**src/rtl/imm_gen_pkg.sv**
```systemverilog
`default_nettype none
// +--------------------------------------------------------------------------+
// | imm_gen_pkg : opcodes, format codes and skid-entry type for imm_gen_pipe |
// | Rev 1.0                                                                  |
// +--------------------------------------------------------------------------+
package imm_gen_pkg;

  // Entry fields are sized for the widest legal configuration; the pipe uses the low bits.
  localparam int c_IMM_MAX_W = 64;
  localparam int c_TAG_MAX_W = 64;

  localparam logic [6:0] c_OPC_LOAD   = 7'b0000011;
  localparam logic [6:0] c_OPC_OP_IMM = 7'b0010011;
  localparam logic [6:0] c_OPC_JALR   = 7'b1100111;
  localparam logic [6:0] c_OPC_STORE  = 7'b0100011;
  localparam logic [6:0] c_OPC_BRANCH = 7'b1100011;
  localparam logic [6:0] c_OPC_LUI    = 7'b0110111;
  localparam logic [6:0] c_OPC_AUIPC  = 7'b0010111;
  localparam logic [6:0] c_OPC_JAL    = 7'b1101111;
  localparam logic [6:0] c_OPC_SYSTEM = 7'b1110011;
  localparam logic [6:0] c_OPC_OP     = 7'b0110011;

  typedef enum logic [2:0] {
    FMT_NONE = 3'd0,
    FMT_I    = 3'd1,
    FMT_S    = 3'd2,
    FMT_B    = 3'd3,
    FMT_U    = 3'd4,
    FMT_J    = 3'd5,
    FMT_Z    = 3'd6,
    FMT_R    = 3'd7
  } fmt_e;

  typedef struct packed {
    logic [c_IMM_MAX_W-1:0] imm;
    fmt_e                   fmt;
    logic                   illegal;
    logic [31:0]            inst;
    logic [c_TAG_MAX_W-1:0] tag;
  } entry_t;

endpackage
`default_nettype wire

```
**src/rtl/imm_decode.sv**
```systemverilog
`default_nettype none
// +--------------------------------------------------------------------------+
// | imm_decode : combinational RV32/RV64 immediate and format decoder        |
// | Rev 1.0                                                                  |
// +--------------------------------------------------------------------------+
module imm_decode
  import imm_gen_pkg::*;
#(
  parameter int XLEN           = 32,
  parameter bit ENABLE_CSR_IMM = 1'b1
) (
  input  logic [31:0]     inst_i,
  output logic [XLEN-1:0] imm_o,
  output fmt_e            fmt_o,
  output logic            illegal_o
);

  logic [6:0]      w_opc;
  logic [2:0]      w_funct3;
  logic [XLEN-1:0] w_shamt;
  logic [XLEN-1:0] w_uimm;

  assign w_opc    = inst_i[6:0];
  assign w_funct3 = inst_i[14:12];

  // RV64 shifts carry a 6-bit shamt and U-immediates sign-extend past bit 31.
  if (XLEN == 64) begin : g_xlen64
    assign w_shamt = XLEN'(inst_i[25:20]);
    assign w_uimm  = {{32{inst_i[31]}}, inst_i[31:12], 12'b0};
  end else begin : g_xlen32
    assign w_shamt = XLEN'(inst_i[24:20]);
    assign w_uimm  = {inst_i[31:12], 12'b0};
  end

  always_comb begin
    imm_o     = '0;
    fmt_o     = FMT_NONE;
    illegal_o = 1'b1;
    if (inst_i[1:0] == 2'b11) begin
      illegal_o = 1'b0;
      case (w_opc)
        c_OPC_LOAD, c_OPC_JALR: begin
          fmt_o = FMT_I;
          imm_o = {{(XLEN-12){inst_i[31]}}, inst_i[31:20]};
        end
        c_OPC_OP_IMM: begin
          fmt_o = FMT_I;
          if (w_funct3 == 3'b001 || w_funct3 == 3'b101) imm_o = w_shamt;
          else imm_o = {{(XLEN-12){inst_i[31]}}, inst_i[31:20]};
        end
        c_OPC_STORE: begin
          fmt_o = FMT_S;
          imm_o = {{(XLEN-12){inst_i[31]}}, inst_i[31:25], inst_i[11:7]};
        end
        c_OPC_BRANCH: begin
          fmt_o = FMT_B;
          imm_o = {{(XLEN-13){inst_i[31]}}, inst_i[31], inst_i[7], inst_i[30:25],
                   inst_i[11:8], 1'b0};
        end
        c_OPC_LUI, c_OPC_AUIPC: begin
          fmt_o = FMT_U;
          imm_o = w_uimm;
        end
        c_OPC_JAL: begin
          fmt_o = FMT_J;
          imm_o = {{(XLEN-21){inst_i[31]}}, inst_i[31], inst_i[19:12], inst_i[20],
                   inst_i[30:21], 1'b0};
        end
        c_OPC_SYSTEM: begin
          if (ENABLE_CSR_IMM && (w_funct3 != 3'b000)) begin
            fmt_o = FMT_Z;
            imm_o = XLEN'(inst_i[19:15]);
          end else begin
            fmt_o = FMT_R;
          end
        end
        c_OPC_OP: fmt_o = FMT_R;
        default:  illegal_o = 1'b1;
      endcase
    end
  end

endmodule
`default_nettype wire

```
**src/rtl/imm_gen_pipe.sv**
```systemverilog
`default_nettype none
// +--------------------------------------------------------------------------+
// | imm_gen_pipe : immediate generator stage with valid/ready 2-entry skid   |
// | Rev 1.0                                                                  |
// +--------------------------------------------------------------------------+
module imm_gen_pipe
  import imm_gen_pkg::*;
#(
  parameter int XLEN           = 32,
  parameter bit ENABLE_CSR_IMM = 1'b1,
  parameter int TAG_W          = 32
) (
  input  logic             clk,
  input  logic             reset,
  input  logic             flush,
  input  logic             in_valid,
  output logic             in_ready,
  input  logic [31:0]      in_inst,
  input  logic [TAG_W-1:0] in_tag,
  output logic             out_valid,
  input  logic             out_ready,
  output logic [XLEN-1:0]  out_imm,
  output logic [2:0]       out_fmt,
  output logic             out_illegal,
  output logic [31:0]      out_inst,
  output logic [TAG_W-1:0] out_tag
);

  typedef enum logic [1:0] {
    ST_EMPTY = 2'd0,
    ST_ONE   = 2'd1,
    ST_TWO   = 2'd2
  } state_e;

  state_e          state_q, state_d;
  entry_t          out_q, out_d;
  entry_t          skid_q, skid_d;
  entry_t          w_new;
  logic [XLEN-1:0] w_imm;
  fmt_e            w_fmt;
  logic            w_illegal;
  logic            w_accept;
  logic            w_deliver;
  logic            w_unused_ok;

  imm_decode #(
    .XLEN           (XLEN),
    .ENABLE_CSR_IMM (ENABLE_CSR_IMM)
  ) u_decode (
    .inst_i    (in_inst),
    .imm_o     (w_imm),
    .fmt_o     (w_fmt),
    .illegal_o (w_illegal)
  );

  always_comb begin
    w_new                  = '0;
    w_new.imm[XLEN-1:0]    = w_imm;
    w_new.fmt              = w_fmt;
    w_new.illegal          = w_illegal;
    w_new.inst             = in_inst;
    w_new.tag[TAG_W-1:0]   = in_tag;
  end

  // Handshake flags depend on state only, so out_ready never reaches in_ready.
  assign in_ready  = (state_q != ST_TWO);
  assign out_valid = (state_q != ST_EMPTY);
  assign w_accept  = in_valid & in_ready;
  assign w_deliver = out_valid & out_ready;

  always_comb begin
    state_d = state_q;
    out_d   = out_q;
    skid_d  = skid_q;
    if (flush) begin
      state_d = ST_EMPTY;
    end else begin
      case (state_q)
        ST_EMPTY: begin
          if (w_accept) begin
            out_d   = w_new;
            state_d = ST_ONE;
          end
        end
        ST_ONE: begin
          if (w_accept && w_deliver) begin
            out_d = w_new;
          end else if (w_accept) begin
            skid_d  = w_new;
            state_d = ST_TWO;
          end else if (w_deliver) begin
            state_d = ST_EMPTY;
          end
        end
        ST_TWO: begin
          if (w_deliver) begin
            out_d   = skid_q;
            state_d = ST_ONE;
          end
        end
        default: state_d = ST_EMPTY;
      endcase
    end
  end

  always_ff @(posedge clk) begin
    if (reset) begin
      state_q <= ST_EMPTY;
      out_q   <= '0;
      skid_q  <= '0;
    end else begin
      state_q <= state_d;
      out_q   <= out_d;
      skid_q  <= skid_d;
    end
  end

  assign out_imm     = out_q.imm[XLEN-1:0];
  assign out_fmt     = out_q.fmt;
  assign out_illegal = out_q.illegal;
  assign out_inst    = out_q.inst;
  assign out_tag     = out_q.tag[TAG_W-1:0];

  // Upper imm/tag bits exist only for the widest configuration.
  assign w_unused_ok = ^out_q;

endmodule
`default_nettype wire

```
**config.mk**
```make
export PLATFORM = sky130hd
export DESIGN_NAME = imm_gen_pipe
export DESIGN_NICKNAME = d
export VERILOG_FILES = /design/src/rtl/imm_gen_pkg.sv /design/src/rtl/imm_decode.sv /design/src/rtl/imm_gen_pipe.sv
export SDC_FILE = /design/constraint.sdc
export NUM_CORES = 1
export LEC_CHECK = 0
export CELL_PAD_IN_SITES_DETAIL_PLACEMENT = 1
export CELL_PAD_IN_SITES_GLOBAL_PLACEMENT = 1
export CORE_ASPECT_RATIO = 2
export CORE_MARGIN = 1
export CORE_UTILIZATION = 38
export DETAILED_ROUTE_END_ITERATION = 7
export GPL_ROUTABILITY_DRIVEN = 1
export PLACE_DENSITY = 0.86
export SLEW_MARGIN = 40
export SYNTH_ARGS = -nofsm -noshare
export SYNTH_HDL_FRONTEND = slang
export SYNTH_SLANG_ARGS = --single-unit
export TNS_END_PERCENT = 10
```
**constraint.sdc**
```tcl
create_clock -name clk -period 2.1 [get_ports clk]
set_input_delay 0.315 -clock clk [delete_from_list [all_inputs] [get_ports clk]]
set_output_delay 0.315 -clock clk [all_outputs]
set_load 0.01 [all_outputs]
```
## Word level (Yosys, flattened, before mapping)

Cells that the tools add are included.

- Register bits after elaboration: 202
- Input bits: 69
- Output and inout bits: 102
- Logic and storage cells: 69

- Equality and inequality tests: 21
- Muxes and demuxes: 19
- Bitwise gates (word level): 4
- Reduce and logical (&&, ||, !) cells: 14

Operator list:

| cell | count |
|---|---|
| 132-bit 2-to-1 mux | 3 |
| 132-bit case mux with 3 select lines | 1 |
| 32-bit case mux with 7 select lines | 1 |
| 32-bit 2-to-1 mux | 2 |
| 7-bit equality test (second input constant) | 4 |
| 7-bit by 6-bit equality test with 1-bit output (second input constant) | 3 |
| 3-bit case mux with 7 select lines | 1 |
| 7-bit by 5-bit equality test with 1-bit output (second input constant) | 2 |
| 2-bit 2-to-1 mux | 5 |
| 2-bit inequality test (second input constant) | 5 |
| 10-bit OR reduction | 1 |
| 4-bit AND reduction | 2 |
| 7-bit by 2-bit equality test with 1-bit output (second input constant) | 1 |
| 2-bit case mux with 3 select lines | 1 |
| 3-bit nonzero test | 2 |
| 2-bit OR reduction | 3 |
| 5-bit 2-to-1 mux | 1 |
| 5-bit AND reduction | 1 |
| 2-bit equality test (second input constant) | 2 |
| 3-bit by 1-bit equality test with 1-bit output (second input constant) | 1 |
| 3-bit equality test (second input constant) | 1 |
| 1-bit 2-to-1 mux | 3 |
| 3-bit 2-to-1 mux | 1 |
| 3-bit inequality test (second input constant) | 1 |
| other kinds (8) | 10 |

## Longest topological paths before layout

Gate-level depths: netlist (run 1).

- Depth after elaboration: 7
- Mapped depth: 8
- Mapped depth without buffers: 6

## Modules after synthesis

Synthesis (run 1) repeated with hierarchy kept, for this count alone.

- Cells, all modules: 1039
- Area total of the unflattened synthesis: 10009.6 sq um

Modules (own cells, without submodules):

| module | instances | cells an instance | area an instance (sq um) |
|---|---|---|---|
| imm_gen_pipe | 1 | 939 | 9350.2 |
| imm_decode | 1 | 100 | 659.4 |

## Worst setup path after synthesis (run 1)

Ideal clock, no wire load.

- Path type: input -> register
- Start point: input port in_inst[3]
- End point: register out_q, in the netlist out_imm[30]
- Library setup time: 86 ps
- Arrival: 1583 ps
- Required time: 2014 ps
- Setup slack: 431 ps
- Stages on the path: 7
- Cell sequence: buf_6 -> or2_0 -> a211o_1 -> a21oi_4 -> a21oi_2 -> buf_6 -> a221oi_2

- Word-level cells in the longest chain between the ends: 6

Ends and longest elaborated chain:

| element | line | text |
|---|---|---|
| start, declared | imm_gen_pipe.sv:18 | `input logic [31:0] in_inst,` |
| 7-bit by 6-bit equality test with 1-bit output (tied with other cells) | imm_decode.sv:41 | `case (w_opc)` |
| 2-bit OR reduction, on equally long branches | -- |  |
| 32-bit case mux with 7 select lines (*) | imm_decode.sv:41 |  |
| 32-bit 2-to-1 mux (*) | imm_decode.sv:39 | `if (inst_i[1:0] == 2'b11) begin` |
| 132-bit 2-to-1 mux, on equally long branches | imm_gen_pipe.sv:86, imm_gen_pipe.sv:80 |  |
| 132-bit case mux with 3 select lines (*) | imm_gen_pipe.sv:78 | `case (state_q)` |
| end signal, assigned | imm_gen_pipe.sv:113 | `out_q <= out_d;` |
| end, declared | imm_gen_pipe.sv:36 | `entry_t out_q, out_d;` |

Every way passes the cells marked *; elsewhere a longest branch is shown, timed or not. The select of a mux whose other input is x is not followed.
A chain may end at the register's enable or synchronous reset.

## Final worst setup path (run 1)

- Start point: register state_q[1]
- End point: output port in_ready

- Word-level cells in the longest chain between the ends: 1

Ends and longest elaborated chain:

| element | line | text |
|---|---|---|
| start, declared | imm_gen_pipe.sv:35 | `state_e state_q, state_d;` |
| start signal, assigned | imm_gen_pipe.sv:112 | `state_q <= state_d;` |
| 2-bit inequality test | imm_gen_pipe.sv:66 | `assign in_ready = (state_q != ST_TWO);` |
| end, declared | imm_gen_pipe.sv:17 | `output logic in_ready,` |

No other way between the ends.

==> impl_results.html, run 1 <==
<table>
<tr><th>Metric</th><th>Value</th></tr>
<tr><th colspan="2">STA</th></tr>
<tr><td>Worst Hold Margin</td><td>0.262 ns</td></tr>
<tr><td>Number of endpoints with negative hold slack in the final report</td><td>0</td></tr>
<tr><td>Setup ws final</td><td>between 0.05 and 0.06 ns</td></tr>
<tr><td>Highest attainable clock frequency</td><td>489 MHz</td></tr>
<tr><td>Clock skew</td><td>0.0184 ns</td></tr>
<tr><td>Measured slew at the worst slew-check pin</td><td>0.632 ns</td></tr>
<tr><td>Max-slew violation count</td><td>0</td></tr>
<tr><td>Post-route setup TNS</td><td>0 ns</td></tr>
<tr><td>Slew headroom</td><td>0.578</td></tr>
<tr><td>Finish-stage setup viols</td><td>0</td></tr>
<tr><td>Final critical-path required period</td><td>a little over 2 ns</td></tr>
<tr><td>Unrepaired setup endpoints after global routing</td><td>false</td></tr>
<tr><td>Share of the clock period used by the worst path</td><td>0.974</td></tr>
<tr><th colspan="2">Power and ir drop</th></tr>
<tr><td>Post-layout power</td><td>8.73 mW</td></tr>
<tr><td>VDD IR max</td><td>0.535 mV</td></tr>
<tr><td>Leakage component of the power</td><td>3.96 nW</td></tr>
<tr><td>Total power divided by cell area</td><td>772 nW/um2</td></tr>
<tr><th colspan="2">Hold path</th></tr>
<tr><td>Destination of the worst hold path</td><td>skid_q[70]$_SDFFE_PP0P_</td></tr>
<tr><td>Hold Crit Start</td><td>reset</td></tr>
<tr><td>Kind of path behind the tightest hold check</td><td>input pin to flop</td></tr>
<tr><td>Worst Hold Path Cells</td><td>2</td></tr>
<tr><th colspan="2">Cells and area</th></tr>
<tr><td>Layout cells sized above 1</td><td>0.110</td></tr>
<tr><td>Final design utilization</td><td>0.526</td></tr>
<tr><td>Layout net count</td><td>1277</td></tr>
<tr><td>Finished layout cell area</td><td>around 11000 um2</td></tr>
<tr><td>Post-layout instance count excluding filler cells</td><td>1494</td></tr>
<tr><td>Antenna Cells</td><td>0</td></tr>
<tr><td>Area growth from synthesis to layout</td><td>35.9%</td></tr>
<tr><th colspan="2">Place</th></tr>
<tr><td>Worst slack at placement</td><td>-0.388 ns</td></tr>
<tr><td>Placement-stage cell area</td><td>approximately 11000 um2</td></tr>
<tr><td>Final weighted congestion of routability-driven global placement</td><td>0.882</td></tr>
<tr><td>Detail Placement HPWL</td><td>20.5 mm</td></tr>
<tr><td>Number of cells in the design after placement</td><td>around 1500</td></tr>
<tr><td>Count of buffers from port buffering</td><td>170</td></tr>
<tr><th colspan="2">Floorplanning</th></tr>
<tr><td>Area of the die</td><td>22500 um2</td></tr>
<tr><td>Effective utilization at floorplan</td><td>0.388</td></tr>
<tr><td>Core area</td><td>around 21000 um2</td></tr>
<tr><td>Overall die height</td><td>211 um</td></tr>
<tr><td>Die Span X</td><td>107 um</td></tr>
<tr><td>IO Count</td><td>171</td></tr>
<tr><td>Number of placement rows</td><td>76</td></tr>
<tr><th colspan="2">GRT</th></tr>
<tr><td>Antenna violations before repair</td><td>0</td></tr>
<tr><td>Global route total overflow</td><td>0</td></tr>
<tr><td>GRT Overall Usage</td><td>0.261</td></tr>
<tr><td>Pin count of the biggest net entering global routing</td><td>69</td></tr>
<tr><td>Vias in the first global route</td><td>around 9000</td></tr>
<tr><td>First-pass GRT wire length</td><td>roughly 47 mm</td></tr>
<tr><th colspan="2">Setup path</th></tr>
<tr><td>Longest individual stage delay on the worst path</td><td>0.50 ns</td></tr>
<tr><td>Max stage delay cell, worst path</td><td>sky130_fd_sc_hd__clkdlybuf4s50_1</td></tr>
<tr><td>Worst path top cell family by delay</td><td>buffers and inverters</td></tr>
<tr><td>Critical Path Fanout Max</td><td>6</td></tr>
<tr><td>Type of element capturing the critical path</td><td>output port</td></tr>
<tr><td>Reg2reg start</td><td>state_q[1]$_SDFFE_PP0P_</td></tr>
<tr><td>Signal arrival time at the worst endpoint</td><td>1.73 ns</td></tr>
<tr><td>Crit path launch type</td><td>flop</td></tr>
<tr><td>Worst endpoint required time</td><td>1.78 ns</td></tr>
<tr><td>Depth of the worst register-to-register path</td><td>7</td></tr>
<tr><td>Chain of cells forming the critical path</td><td>nor2b_4 &gt; inv_2 &gt; clkdlybuf4s50_1</td></tr>
<tr><td>Startpoint-to-endpoint class of the critical path</td><td>flop to output port</td></tr>
<tr><td>Reg2Reg Capture Point</td><td>out_inst[15]$_SDFFE_PP0P_</td></tr>
<tr><td>Buffering stage count on the worst path with inverters included</td><td>2</td></tr>
<tr><td>Flop-to-flop setup slack</td><td>0.13 ns</td></tr>
<tr><th colspan="2">CTS</th></tr>
<tr><td>Buffer levels on the longest clock path</td><td>3</td></tr>
<tr><td>Cts bufs inserted</td><td>19</td></tr>
<tr><td>Post-cts gate resize count</td><td>1</td></tr>
<tr><td>Number of post-CTS setup repair buffers</td><td>0</td></tr>
<tr><td>Total number of clock tree sinks</td><td>202</td></tr>
<tr><td>TritonCTS clock tree</td><td>yes</td></tr>
<tr><td>Count of hold buffers inserted by post-cts repair</td><td>0</td></tr>
<tr><td>H-Tree Depth</td><td>1</td></tr>
<tr><td>Root Driver</td><td>sky130_fd_sc_hd__clkbuf_16</td></tr>
<tr><td>Source-to-sink clock delay at the later pin of the worst-skew pair</td><td>0.50 ns</td></tr>
<tr><td>Clock-pin transition on the worst setup and hold timing paths</td><td>0.07 ns</td></tr>
<tr><th colspan="2">Synthesis</th></tr>
<tr><td>Post-synthesis net count</td><td>1103</td></tr>
<tr><td>Share of the synthesized area in the top cell type</td><td>0.486</td></tr>
<tr><td>Post-synthesis sequential area ratio</td><td>0.486</td></tr>
<tr><td>Cell types with the highest counts after synthesis</td><td>sky130_fd_sc_hd__nand2_1, sky130_fd_sc_hd__dfxtp_1, sky130_fd_sc_hd__nor2_1, sky130_fd_sc_hd__a21oi_1, sky130_fd_sc_hd__a311oi_1</td></tr>
<tr><td>Most instantiated library cell after synthesis</td><td>sky130_fd_sc_hd__nand2_1</td></tr>
<tr><td>Number of enable-type register cells in the synthesized netlist</td><td>0</td></tr>
<tr><td>Share of synthesized registers carrying an async set or reset</td><td>0</td></tr>
<tr><td>Yosys top cell by area</td><td>sky130_fd_sc_hd__dfxtp_1</td></tr>
<tr><td>Synthesized flop and latch total</td><td>202</td></tr>
<tr><td>Synthesized area per cell</td><td>around 8.1 um2</td></tr>
<tr><td>Number of distinct standard cells referenced by the synthesized netlist</td><td>53</td></tr>
<tr><td>Post-synth design cell area</td><td>8330 um2</td></tr>
<tr><td>Warnings, synthesis</td><td>0</td></tr>
<tr><td>Largest cells by area after synthesis</td><td>sky130_fd_sc_hd__dfxtp_1, sky130_fd_sc_hd__nand2_1, sky130_fd_sc_hd__a311oi_1</td></tr>
<tr><td>Syn Inst Count</td><td>1034</td></tr>
<tr><td>Synth Flop Type</td><td>sky130_fd_sc_hd__dfxtp_1</td></tr>
<tr><th colspan="2">Route</th></tr>
<tr><td>DRC violations left</td><td>0</td></tr>
<tr><td>Vias after detailed routing</td><td>8332</td></tr>
<tr><td>Wirelength per Cell</td><td>19.8 um</td></tr>
<tr><td>Average vias per placed instance</td><td>5.58</td></tr>
<tr><td>Number of antenna-violating nets in the routed design</td><td>0</td></tr>
<tr><td>Final wirelength</td><td>slightly below 30 mm</td></tr>
<tr><td>Router iterations before antenna repair</td><td>4</td></tr>
<tr><td>First DRT Iteration DRCs</td><td>391</td></tr>
<tr><th colspan="2">Job</th></tr>
<tr><td>Number of max-cap violations</td><td>0</td></tr>
<tr><th colspan="2">Outcome</th></tr>
<tr><td>Run status</td><td>finished clean</td></tr>
</table>
area by class of cell:
class	instances	area [um2]
clock inverters	7	71.3
well taps	273	342
inverters	3	11.3
flip-flops and latches	202	4050
multi-input cells	738	3880
fillers	2583	10200
clock buffers	27	556
repair buffers	244	2410
cell usage in the layout, fill, tap and decap left out, types with 2 or more instances in the layout:
cell | synthesis | routed
sky130_fd_sc_hd__a21oi_4 | 1 | 3
sky130_fd_sc_hd__a22oi_1 | 6 | 6
sky130_fd_sc_hd__a311oi_1 | 64 | 64
sky130_fd_sc_hd__a221oi_1 | 16 | 16
sky130_fd_sc_hd__a211oi_1 | 26 | 26
sky130_fd_sc_hd__clkinv_2 | 0 | 2
sky130_fd_sc_hd__dfxtp_1 | 202 | 200
sky130_fd_sc_hd__nor2b_1 | 4 | 3
sky130_fd_sc_hd__dfxtp_2 | 0 | 2
sky130_fd_sc_hd__and2_1 | 3 | 2
sky130_fd_sc_hd__nand2_1 | 314 | 313
sky130_fd_sc_hd__a21oi_1 | 85 | 84
sky130_fd_sc_hd__nand3b_1 | 3 | 3
sky130_fd_sc_hd__clkbuf_1 | 52 | 3
sky130_fd_sc_hd__buf_4 | 5 | 62
sky130_fd_sc_hd__inv_1 | 2 | 2
sky130_fd_sc_hd__and3_1 | 2 | 2
sky130_fd_sc_hd__clkbuf_8 | 0 | 5
sky130_fd_sc_hd__o31ai_1 | 3 | 3
sky130_fd_sc_hd__a21o_1 | 4 | 4
sky130_fd_sc_hd__o211ai_1 | 2 | 2
sky130_fd_sc_hd__clkinvlp_4 | 0 | 3
sky130_fd_sc_hd__a211oi_2 | 2 | 2
sky130_fd_sc_hd__a221oi_2 | 10 | 10
sky130_fd_sc_hd__nor2_1 | 117 | 116
sky130_fd_sc_hd__o32ai_1 | 4 | 4
sky130_fd_sc_hd__buf_12 | 0 | 12
sky130_fd_sc_hd__clkdlybuf4s50_1 | 0 | 169
sky130_fd_sc_hd__o21ai_0 | 21 | 21
sky130_fd_sc_hd__clkbuf_16 | 0 | 19
sky130_fd_sc_hd__a22o_1 | 6 | 6
sky130_fd_sc_hd__nor3_1 | 14 | 14
sky130_fd_sc_hd__and4b_1 | 2 | 2
sky130_fd_sc_hd__nand3_1 | 3 | 3
sky130_fd_sc_hd__nand2b_1 | 4 | 4
power breakdown:
part           leakage (nW)  switching (mW)  internal [mW]
Sequential             1.65          0.0929           3.98
Combinational          2.02           0.589          0.570
Clock                 0.301            1.52           1.98
metal layers:
metal / global-route usage / up-vias / part of all wire
li1: - / 3933 / -
met1: 0.277 / 4072 / 0.37
met2: 0.493 / 232 / 0.54
met3: 0.0274 / 95 / 0.037
met4: 0.143 / 0 / 0.056
met5: 0 / - / 0
cells by family after synthesis:
family	after synthesis	synth area share
and+or+nand+nor	475	0.229
AOI/OAI and AO/OA	263	0.233
buffers and inverters	94	0.0526
DFF	202	0.486
state kept, by name, indices dropped and copies added (netlist names):
name,cells
out_fmt,3
out_illegal,1
out_tag,32
state_q,2
out_inst,32
out_imm,32
skid_q,100
how the worst max path moves through the flow:
stage                                       start                  endpoint  slack, ns  depth (start not counted)
final                     state_q[1]$_SDFFE_PP0P_                  in_ready       0.05                          3
after global routing      state_q[1]$_SDFFE_PP0P_                  in_ready       0.02                          3
after CTS                 state_q[1]$_SDFFE_PP0P_  out_imm[29]$_SDFFE_PP0P_       0.01                          5
after detailed placement               in_inst[5]  out_imm[29]$_SDFFE_PP0P_      -0.39                          6
after global placement                 in_inst[5]  out_imm[29]$_SDFFE_PP0P_      -0.31                          6
after floorplan                        in_inst[3]  out_imm[30]$_SDFFE_PP0P_       0.43                          7
Note: power is estimated with default switching activity, not from simulation.
==> run 2, diff against run 1 <==
--- a/config.mk
+++ b/config.mk
@@ -11,7 +11,7 @@
 export CORE_MARGIN = 1
 export CORE_UTILIZATION = 38
 export DETAILED_ROUTE_END_ITERATION = 7
-export GPL_ROUTABILITY_DRIVEN = 1
+export GPL_ROUTABILITY_DRIVEN = 0
 export PLACE_DENSITY = 0.86
 export SLEW_MARGIN = 40
 export SYNTH_ARGS = -nofsm -noshare
==> results of run 2 <==
Final layout, timing and power as in run 1 (identical DEF).
==> run 3, diff against run 2 <==
--- a/config.mk
+++ b/config.mk
@@ -12,7 +12,7 @@
 export CORE_UTILIZATION = 38
 export DETAILED_ROUTE_END_ITERATION = 7
 export GPL_ROUTABILITY_DRIVEN = 0
-export PLACE_DENSITY = 0.86
+export PLACE_DENSITY = 0.92
 export SLEW_MARGIN = 40
 export SYNTH_ARGS = -nofsm -noshare
 export SYNTH_HDL_FRONTEND = slang
==> impl_results.html, run 3 (synthesis results as in run 1) <==
<table>
<tr><th>Metric</th><th>Value</th></tr>
<tr><th colspan="2">Outcome</th></tr>
<tr><td>Run status</td><td>finished clean</td></tr>
<tr><th colspan="2">Cells and area</th></tr>
<tr><td>Post-layout instance count excluding filler cells</td><td>1500 (+0.40%)</td></tr>
<tr><td>Fillers</td><td>2557 (-1.0%)</td></tr>
<tr><td>Most common cell after layout, fill and taps aside</td><td>sky130_fd_sc_hd__nand2_1</td></tr>
<tr><td>Register name with the most flops</td><td>skid_q</td></tr>
<tr><td>Area growth from synthesis to layout</td><td>36.7%</td></tr>
<tr><td>Leading cell types in the layout, fill and taps excluded</td><td>sky130_fd_sc_hd__nand2_1, sky130_fd_sc_hd__dfxtp_1, sky130_fd_sc_hd__clkdlybuf4s50_1</td></tr>
<tr><td>Layout net count</td><td>1285 (+0.63%)</td></tr>
<tr><td>Finished layout cell area</td><td>11400 um2 (+0.61%)</td></tr>
<tr><td>Largest register FFs</td><td>100 (unchanged)</td></tr>
<tr><td>Layout cells sized above 1</td><td>0.112 (+0.00191)</td></tr>
<tr><td>Antenna Cells</td><td>0 (unchanged)</td></tr>
<tr><th colspan="2">CTS</th></tr>
<tr><td>Cts bufs inserted</td><td>19 (unchanged)</td></tr>
<tr><td>TritonCTS clock tree</td><td>yes</td></tr>
<tr><td>Clock-pin transition on the worst setup and hold timing paths</td><td>0.06 ns (about the same)</td></tr>
<tr><td>Number of post-CTS setup repair buffers</td><td>0 (unchanged)</td></tr>
<tr><td>Source-to-sink clock delay at the later pin of the worst-skew pair</td><td>0.49 ns (about the same)</td></tr>
<tr><td>Total number of clock tree sinks</td><td>202 (unchanged)</td></tr>
<tr><td>Buffer levels on the longest clock path</td><td>3 (unchanged)</td></tr>
<tr><td>Root Driver</td><td>sky130_fd_sc_hd__clkbuf_16</td></tr>
<tr><td>H-Tree Depth</td><td>1 (unchanged)</td></tr>
<tr><th colspan="2">Power and ir drop</th></tr>
<tr><td>Total power divided by cell area</td><td>754 nW/um2 (-2.3%)</td></tr>
<tr><td>Leakage component of the power</td><td>4.01 nW (+1.3%)</td></tr>
<tr><td>Post-layout power</td><td>8.58 mW (-1.7%)</td></tr>
<tr><td>VDD IR max</td><td>0.506 mV (-5.5%)</td></tr>
<tr><th colspan="2">Hold path</th></tr>
<tr><td>Worst Hold Path Cells</td><td>2 (unchanged)</td></tr>
<tr><td>Destination of the worst hold path</td><td>skid_q[93]$_SDFFE_PP0P_</td></tr>
<tr><td>Kind of path behind the tightest hold check</td><td>input pin to flop</td></tr>
<tr><td>Hold Crit Start</td><td>reset</td></tr>
<tr><th colspan="2">Route</th></tr>
<tr><td>Wirelength per Cell</td><td>20.2 um (+1.8%)</td></tr>
<tr><td>Final wirelength</td><td>30.2 mm (+2.2%)</td></tr>
<tr><td>Average vias per placed instance</td><td>5.68 (+1.8%)</td></tr>
<tr><td>Number of antenna-violating nets in the routed design</td><td>0 (unchanged)</td></tr>
<tr><td>Router iterations before antenna repair</td><td>4 (unchanged)</td></tr>
<tr><td>Vias after detailed routing</td><td>8518 (+2.2%)</td></tr>
<tr><td>DRC violations left</td><td>0 (unchanged)</td></tr>
<tr><td>First DRT Iteration DRCs</td><td>346 (-12%)</td></tr>
<tr><th colspan="2">Job</th></tr>
<tr><td>Number of max-cap violations</td><td>0 (unchanged)</td></tr>
<tr><th colspan="2">STA</th></tr>
<tr><td>Setup ws final</td><td>0.0899 ns (+0.0356 ns)</td></tr>
<tr><td>Worst Hold Margin</td><td>0.184 ns (-0.0779 ns)</td></tr>
<tr><td>Share of the clock period used by the worst path</td><td>0.957 (-0.0170)</td></tr>
<tr><td>Highest attainable clock frequency</td><td>497 MHz (+1.8%)</td></tr>
<tr><td>Final critical-path required period</td><td>2.01 ns (-0.0356 ns)</td></tr>
<tr><td>Number of endpoints with negative hold slack in the final report</td><td>0 (unchanged)</td></tr>
<tr><td>Max-slew violation count</td><td>0 (unchanged)</td></tr>
<tr><td>Finish-stage setup viols</td><td>0 (unchanged)</td></tr>
<tr><td>Unrepaired setup endpoints after global routing</td><td>false</td></tr>
<tr><td>Clock skew</td><td>0.00799 ns (-0.0104 ns)</td></tr>
<tr><td>Slew headroom</td><td>0.597 (+0.0185)</td></tr>
<tr><td>Measured slew at the worst slew-check pin</td><td>0.603 ns (-0.0299 ns)</td></tr>
<tr><th colspan="2">Floorplanning</th></tr>
<tr><td>Number of placement rows</td><td>76 (unchanged)</td></tr>
<tr><td>IO Count</td><td>171 (unchanged)</td></tr>
<tr><td>Effective utilization at floorplan</td><td>0.388 (unchanged)</td></tr>
<tr><td>Die Span X</td><td>107 um (unchanged)</td></tr>
<tr><td>Area of the die</td><td>22500 um2 (unchanged)</td></tr>
<tr><td>Overall die height</td><td>211 um (unchanged)</td></tr>
<tr><td>Core area</td><td>21500 um2 (unchanged)</td></tr>
<tr><th colspan="2">Setup path</th></tr>
<tr><td>Worst endpoint required time</td><td>1.78 ns (about the same)</td></tr>
<tr><td>Critical Path Fanout Max</td><td>6 (unchanged)</td></tr>
<tr><td>Reg2reg start</td><td>state_q[1]$_SDFFE_PP0P_</td></tr>
<tr><td>Max stage delay cell, worst path</td><td>sky130_fd_sc_hd__clkdlybuf4s50_1</td></tr>
<tr><td>Signal arrival time at the worst endpoint</td><td>1.70 ns (-0.03 ns)</td></tr>
<tr><td>Flop-to-flop setup slack</td><td>0.21 ns (+0.08 ns)</td></tr>
<tr><td>Startpoint-to-endpoint class of the critical path</td><td>flop to output port</td></tr>
<tr><td>Depth of the worst register-to-register path</td><td>5 (-2)</td></tr>
<tr><td>Reg2Reg Capture Point</td><td>out_imm[16]$_SDFFE_PP0P_</td></tr>
<tr><td>Crit path launch type</td><td>flop</td></tr>
<tr><td>Longest individual stage delay on the worst path</td><td>0.54 ns (+0.04 ns)</td></tr>
<tr><td>Chain of cells forming the critical path</td><td>nor2b_4 &gt; inv_2 &gt; clkdlybuf4s50_1</td></tr>
<tr><td>Type of element capturing the critical path</td><td>output port</td></tr>
<tr><th colspan="2">Place</th></tr>
<tr><td>Detail Placement HPWL</td><td>21.7 mm (+6.1%)</td></tr>
<tr><td>Worst slack at placement</td><td>-0.243 ns (+0.144 ns)</td></tr>
<tr><td>Count of buffers from port buffering</td><td>170 (unchanged)</td></tr>
<tr><td>Number of cells in the design after placement</td><td>1468 (+0.55%)</td></tr>
<tr><td>Placement-stage cell area</td><td>10800 um2 (+1.1%)</td></tr>
<tr><th colspan="2">GRT</th></tr>
<tr><td>GRT Overall Usage</td><td>0.267 (+0.00537)</td></tr>
<tr><td>Global route total overflow</td><td>0 (unchanged)</td></tr>
<tr><td>Vias in the first global route</td><td>9068 (+1.9%)</td></tr>
<tr><td>Pin count of the biggest net entering global routing</td><td>70 (+1.4%)</td></tr>
<tr><td>Antenna violations before repair</td><td>0 (unchanged)</td></tr>
<tr><td>First-pass GRT wire length</td><td>47.5 mm (+1.8%)</td></tr>
</table>
[run 3: cell types whose count changed in the layout (fill, tap and decap cells not counted), sizes merged]
cell and delta:
bufinv -1, clkinvlp -1, clkbuf +1, inv -1, buf +8
[run 3: report_power, final]
group	leakage, nW	switching (mW)	internal (mW)
Combinational	2.08	0.600	0.577
Clock	0.283	1.49	1.84
Sequential	1.65	0.0937	3.98
[run 3: layout make-up]
class                      count  area (um2)  share of cell area
clock buffer                  28         559              0.0491
multi-input combinational    738        3870               0.340
timing repair buffer         252        2530               0.222
inverter                       3        11.3            0.000989
sequential                   202        4050               0.355
clock inverter                 4        25.0             0.00220
tap                          273         342              0.0300
[run 3: worst max-delay path by stage]
stage	from	end	slack, ns	cells after the start
6_report	state_q[0]$_SDFFE_PP0P_	in_ready	0.09	3
2_1_floorplan	in_inst[3]	out_imm[30]$_SDFFE_PP0P_	0.43	7
3_3_place_gp	in_valid	out_imm[17]$_SDFFE_PP0P_	-0.18	6
5_1_grt	state_q[0]$_SDFFE_PP0P_	in_ready	0.05	3
4_1_cts	state_q[1]$_SDFFE_PP0P_	in_ready	0.02	3
3_5_place_dp	in_valid	out_imm[12]$_SDFFE_PP0P_	-0.24	6
[run 3: layer usage]
layer	vias to the layer above	track usage	part of all wire
li1	3948	-	-
met1	4180	0.279	0.36
met2	269	0.489	0.53
met3	121	0.0268	0.036
met4	0	0.187	0.072
met5	-	0	0
[run 3: timing repair]
item,CTS,global route
hold buffers,0,0
endpoints found under the setup margin,0,1
gates resized for setup,0,1
[run 3: worst max-delay path: cells and delay by family, from the launching register on]
kind	cells	cell delay (ns)
buf+inv	2	0.64
flops	1	0.46
simple gates	1	0.11
[run 3: per-stage QoR]
stage	TNS, ns	util
after floorplan	0	-
after CTS	0	0.530
final	0	0.530
after global placement	-10.30	0.502
after detailed placement	-14.92	0.502
after global routing	0	0.530
